==> config.mk <==
export PLATFORM = sky130hd
export DESIGN_NAME = sysid_regs_avmm
export DESIGN_NICKNAME = d
export VERILOG_FILES = /design/src/rtl/sysid_regs_avmm.sv
export SDC_FILE = /design/constraint.sdc
export NUM_CORES = 1
export LEC_CHECK = 0
export ABC_AREA = 0
export CORE_ASPECT_RATIO = 1.5
export CORE_MARGIN = 2
export CORE_UTILIZATION = 25
export CTS_BUF_LIST = sky130_fd_sc_hd__clkbuf_2
export CTS_CLUSTER_SIZE = 24
export DETAILED_ROUTE_END_ITERATION = 16
export GPL_ROUTABILITY_DRIVEN = 1
export SKIP_LAST_GASP = 1
export SYNTH_ARGS = -nofsm -noshare
export SYNTH_HDL_FRONTEND = slang
export SYNTH_SLANG_ARGS = --single-unit
==> constraint.sdc <==
create_clock -name clock -period 0.98 [get_ports clock]
set_input_delay 0.294 -clock clock [delete_from_list [all_inputs] [get_ports clock]]
set_output_delay 0.294 -clock clock [all_outputs]
set_load 0.02 [all_outputs]
==> src/rtl/sysid_regs_avmm.sv <==
`default_nettype none
// ============================================================================
// Module  : sysid_regs_avmm
// Brief   : Avalon-MM system-identification register block with build ID,
//           timestamp, scratch, capabilities, optional uptime counter
//           (SYSID_UPTIME_EN) and read-only user status channels.
// Revision: 1.0 - initial release
// ============================================================================
module sysid_regs_avmm #(
  parameter logic [31:0] ID_VALUE     = 32'h0000_0001,
  parameter logic [31:0] TIMESTAMP    = 32'h0000_0000,
  parameter int          NUM_USER     = 2,
  parameter int          READ_LATENCY = 1,
  parameter int          CLK_FREQ_HZ  = 50000000
) (
  input  logic                                    clock,
  input  logic                                    reset_n,
  input  logic [3:0]                              address,
  input  logic                                    read,
  input  logic                                    write,
  input  logic [31:0]                             writedata,
  input  logic [3:0]                              byteenable,
  input  logic [((NUM_USER > 0) ? NUM_USER : 1)*32-1:0] user_status,
  output logic [31:0]                             readdata,
  output logic                                    readdatavalid
);

  localparam logic [3:0] c_ADDR_ID      = 4'd0;
  localparam logic [3:0] c_ADDR_TS      = 4'd1;
  localparam logic [3:0] c_ADDR_SCRATCH = 4'd2;
  localparam logic [3:0] c_ADDR_UPTIME  = 4'd3;
  localparam logic [3:0] c_ADDR_CAPS    = 4'd4;

`ifdef SYSID_UPTIME_EN
  localparam logic c_UPTIME_PRESENT = 1'b1;
`else
  localparam logic c_UPTIME_PRESENT = 1'b0;
`endif

  localparam logic [31:0] c_CAPS = {22'd0, 2'(READ_LATENCY), 4'(NUM_USER),
                                    3'd0, c_UPTIME_PRESENT};

  logic [31:0] r_scratch;
  logic [31:0] w_uptime;
  logic [31:0] w_rd_data;
  logic        w_wr_scratch;

  assign w_wr_scratch = write && (address == c_ADDR_SCRATCH);

  // Scratch word, byte-lane qualified
  always_ff @(posedge clock or negedge reset_n) begin
    if (!reset_n) begin
      r_scratch <= '0;
    end else if (w_wr_scratch) begin
      for (int b = 0; b < 4; b++) begin
        if (byteenable[b]) begin
          r_scratch[8*b +: 8] <= writedata[8*b +: 8];
        end
      end
    end
  end

`ifdef SYSID_UPTIME_EN
  localparam int c_PRESC_W = (CLK_FREQ_HZ > 1) ? $clog2(CLK_FREQ_HZ) : 1;
  localparam logic [c_PRESC_W-1:0] c_PRESC_TC = c_PRESC_W'(CLK_FREQ_HZ - 1);

  logic [c_PRESC_W-1:0] r_presc;
  logic [31:0]          r_uptime;
  logic                 w_wr_uptime;
  logic                 w_presc_tc;

  assign w_wr_uptime = write && (address == c_ADDR_UPTIME);
  assign w_presc_tc  = (r_presc == c_PRESC_TC);

  // A software clear takes priority over a coincident terminal count
  always_ff @(posedge clock or negedge reset_n) begin
    if (!reset_n) begin
      r_presc  <= '0;
      r_uptime <= '0;
    end else if (w_wr_uptime) begin
      r_presc  <= '0;
      r_uptime <= '0;
    end else if (w_presc_tc) begin
      r_presc <= '0;
      if (r_uptime != 32'hFFFF_FFFF) begin
        r_uptime <= r_uptime + 32'd1;
      end
    end else begin
      r_presc <= r_presc + c_PRESC_W'(1);
    end
  end

  assign w_uptime = r_uptime;
`else
  assign w_uptime = 32'd0;
`endif

  // Read mux reflects pre-write state and live user_status at acceptance
  always_comb begin
    w_rd_data = 32'd0;
    case (address)
      c_ADDR_ID:      w_rd_data = ID_VALUE;
      c_ADDR_TS:      w_rd_data = TIMESTAMP;
      c_ADDR_SCRATCH: w_rd_data = r_scratch;
      c_ADDR_UPTIME:  w_rd_data = w_uptime;
      c_ADDR_CAPS:    w_rd_data = c_CAPS;
      default:        w_rd_data = 32'd0;
    endcase
    for (int i = 0; i < NUM_USER; i++) begin
      if (address == 4'(8 + i)) begin
        w_rd_data = user_status[32*i +: 32];
      end
    end
  end

  logic [31:0] r_pipe_data [READ_LATENCY];
  logic        r_pipe_vld  [READ_LATENCY];

  // Data in each stage only moves with a valid token, so the last stage
  // holds the most recently returned word between pulses.
  always_ff @(posedge clock or negedge reset_n) begin
    if (!reset_n) begin
      for (int k = 0; k < READ_LATENCY; k++) begin
        r_pipe_vld[k]  <= 1'b0;
        r_pipe_data[k] <= '0;
      end
    end else begin
      r_pipe_vld[0] <= read;
      if (read) begin
        r_pipe_data[0] <= w_rd_data;
      end
      for (int k = 1; k < READ_LATENCY; k++) begin
        r_pipe_vld[k] <= r_pipe_vld[k-1];
        if (r_pipe_vld[k-1]) begin
          r_pipe_data[k] <= r_pipe_data[k-1];
        end
      end
    end
  end

  assign readdata      = r_pipe_data[READ_LATENCY-1];
  assign readdatavalid = r_pipe_vld[READ_LATENCY-1];

endmodule
`default_nettype wire

==> impl_metrics.env, run 1 <==
export IMPL_timing_fmax_ghz=0.711
export IMPL_cts_tree="built"
export IMPL_cp_buffers_inverters=1
export IMPL_yosys_top_cells_area="dfrtp_1 50%, mux2_2 11%, a2bb2oi_1 7.8%"
export IMPL_syn_area_mm2=0.00324
export IMPL_violations="negative setup slack"
export IMPL_r2r_start="r_scratch[8]"
export IMPL_io_buffers=140
export IMPL_syn_nets=404
export IMPL_area_growth_pct=69.7
export IMPL_p_leak_nw=2.42
export IMPL_critical_path_peak_fanout=2
export IMPL_postLayoutCoreUtil=0.429
export IMPL_ir_worst_vdd_mv=0.647
export IMPL_numCtsBuffers=9
export IMPL_hold_viol=0
export IMPL_cts_root_buf="clkbuf_2"
export IMPL_syn_avg_cell_area_um2=11.0
export IMPL_grt_pass1_wl_um=16900
export IMPL_ios=141
export IMPL_setup_ws_ns=-0.427
export IMPL_yosysSeqAreaShare=0.502
export IMPL_dp_hpwl_um=7570
export IMPL_grt_max_degree=66
export IMPL_layout_nets=572
export IMPL_yosys_top_cells_count="65 x dfrtp_1, 32 x mux2_2, 31 x nor2_1"
export IMPL_synth_edf_count=0
export IMPL_die_h_um=143
export IMPL_skew_ns=0.0374
export IMPL_dr_first_iter_drc_count=61
export IMPL_start_util=0.253
export IMPL_cp_start_kind="flop"
export IMPL_grt_use_total=0.159
export IMPL_clk_latency_ns=0.53
export IMPL_synth_distinct_cells=25
export IMPL_num_vias=3002
export IMPL_power_density_mw_per_mm2=1220
export IMPL_drt_pass1_iterations=5
export IMPL_wl_um=11100
export IMPL_drive_gt1_frac=0.324
export IMPL_finalCritPeriodShare=1.44
export IMPL_cp_startpoint="readdata[5]"
export IMPL_yosysTopAreaCellShare=0.502
export IMPL_row_count=51
export IMPL_hold_path_class="in2reg"
export IMPL_rsz0062_at_grt="yes"
export IMPL_grt_overflow=0
export IMPL_core_area_mm2=0.0128
export IMPL_cp_slowest_cell="dfrtp_1"
export IMPL_synth_most_common_cell="dfrtp_1"
export IMPL_holdWs_ns=0.0756
export IMPL_die_x_um=97.0
export IMPL_via_per_inst=4.78
export IMPL_detail_route_antenna_nets=0
export IMPL_routabilityCongestion=0.792
export IMPL_ys_ff_latch=65
export IMPL_fin_crit_ns=1.41
export IMPL_cts_sinks=65
export IMPL_diodes=0
export IMPL_drc=0
export IMPL_slew_headroom=0.725
export IMPL_crit_chain="buf_6"
export IMPL_clk_pin_slew_ns=0.21
export IMPL_cp_end_kind="output port"
export IMPL_setup_viol=35
export IMPL_max_stage_delay_ns=0.45
export IMPL_clockBufferDepth=2
export IMPL_hold_path_startpoint="read"
export IMPL_htree_num_levels=3
export IMPL_tightest_slew_ns=0.413
export IMPL_maxCapViolations=0
export IMPL_wire_per_inst_um=17.7
export IMPL_synth_async_reset_ratio=1.00
export IMPL_arrival_ns=1.11
export IMPL_outcome="finished, violations left"
export IMPL_dp_slack_ns=-1.05
export IMPL_cp_top_family="flip-flops"
export IMPL_fillers=1249
export IMPL_die_area_mm2=0.0139
export IMPL_synth_ff_type="dfrtp_1"
export IMPL_path_class="reg2out"
export IMPL_slew_violations=0
export IMPL_grt_pass1_vias=3194
export IMPL_antenna_found_initial=1
export IMPL_postSynthCellCount=296
export IMPL_yosysTopAreaCell="dfrtp_1"
export IMPL_ys_warn_count=0
export IMPL_cp_required_ns=0.69
cell usage in the layout, fill, tap and decap left out, types with 2 or more instances in the layout:
| cell | count |
|---|---|
| dlygate4sd2_1 | 2 |
| a2bb2oi_1 | 25 |
| bufinv_16 | 2 |
| mux2_2 | 31 |
| a2bb2oi_2 | 4 |
| buf_4 | 28 |
| dfrtp_1 | 65 |
| a21oi_2 | 2 |
| inv_1 | 2 |
| a21oi_1 | 2 |
| clkbuf_2 | 9 |
| buf_12 | 5 |
| clkinv_1 | 2 |
| clkinv_2 | 2 |
| nor2b_1 | 29 |
| buf_6 | 37 |
| nand3_4 | 4 |
| nor2_1 | 31 |
| buf_2 | 4 |
| o41ai_2 | 7 |
| nand2b_4 | 3 |
| clkdlybuf4s50_1 | 100 |
| nor4bb_4 | 2 |
| o41ai_1 | 22 |
| and4bb_2 | 2 |
| buf_16 | 2 |
| nand2_1 | 29 |
per-layer routing:
| metal | wire (µm) | vias up | GRT usage |
|---|---|---|---|
| li1 | - | 1430 | - |
| met1 | 4350 | 1457 | 0.177 |
| met2 | 6000 | 95 | 0.291 |
| met3 | 542 | 18 | 0.0360 |
| met4 | 220 | 2 | 0.0704 |
| met5 | 13 | - | 0 |
sequential cells by signal (all words and copies together) (netlist names):
| signal | flops |
|---|---|
| r_scratch | 32 |
| readdatavalid | 1 |
| readdata | 32 |
cell families after synthesis:
family	count (synthesis)	share of synthesized area
mux	33	0.114
compound gates	67	0.175
simple gates	103	0.172
flops	65	0.502
buf+inv	28	0.0370
worst paths after layout:
kind,slack [ns],end,cells past startpoint
worst max register to register,-0.01,readdata[8],3
min in group asynchronous,0.27,readdata[29],3
max in group asynchronous,0.36,readdata[27],3
worst min-delay path,0.08,readdatavalid,1
worst min register to register,0.53,readdata[11],2
worst max-delay path,-0.43,readdata[5],1
timing repair:
| action | in CTS | in global routing |
|---|---|---|
| gates resized for setup | 223 | 12 |
| pin swaps | 12 | 10 |
| cloned | 5 | 0 |
| hold buffers | 1 | 0 |
| setup buffers | 9 | 5 |
| setup endpoints to repair | 97 | 78 |
| endpoints found under the hold margin | 65 | 0 |
per-stage QoR:
step	setup TNS, ns	area [µm²]	total power, W	cells
floorplan	-24.00	3370	0.00393	296
global placement	-67.53	4990	0.00474	592
detailed placement	-70.80	4990	0.00479	592
CTS	-16.16	5410	0.00677	623
global route	-15.50	5500	0.00707	628
finish	-13.04	5500	0.00673	628
area by class of cell:
class,instances,area [µm²],area share
clock buffers,9,45.0,0.00819
flip-flops and latches,65,1630,0.296
well taps,159,199,0.0362
clock inverters,7,85.1,0.0155
inverters,3,11.3,0.00205
multi-input cells,206,1710,0.310
repair buffers,179,1830,0.333
report_power, final:
| part | switching (W) | internal, W | leakage (nW) |
|---|---|---|---|
| logic | 0.000662 | 0.00105 | 1.49 |
| registers | 0.000193 | 0.00301 | 0.853 |
| clock network | 0.000997 | 0.000819 | 0.0768 |
| total | 0.00185 | 0.00488 | 2.42 |
worst reg2reg max path, delay by kind of cell (launching register included):
kind / cells / cell delay (ns)
AOI/OAI and AO/OA: 2 / 0.34
and+or+nand+nor: 1 / 0.16
DFF: 1 / 0.42
No activity file was read; power rests on OpenSTA's default activity.
==> run 2, diff against run 1 <==
--- a/config.mk
+++ b/config.mk
@@ -10,6 +10,7 @@
 export CORE_MARGIN = 2
 export CORE_UTILIZATION = 25
 export CTS_BUF_LIST = sky130_fd_sc_hd__clkbuf_2
+export CTS_CLUSTER_DIAMETER = 120
 export CTS_CLUSTER_SIZE = 24
 export DETAILED_ROUTE_END_ITERATION = 16
 export GPL_ROUTABILITY_DRIVEN = 1
==> results of run 2 <==
Same layout as run 1: the final DEF is identical, and so are final timing and power.
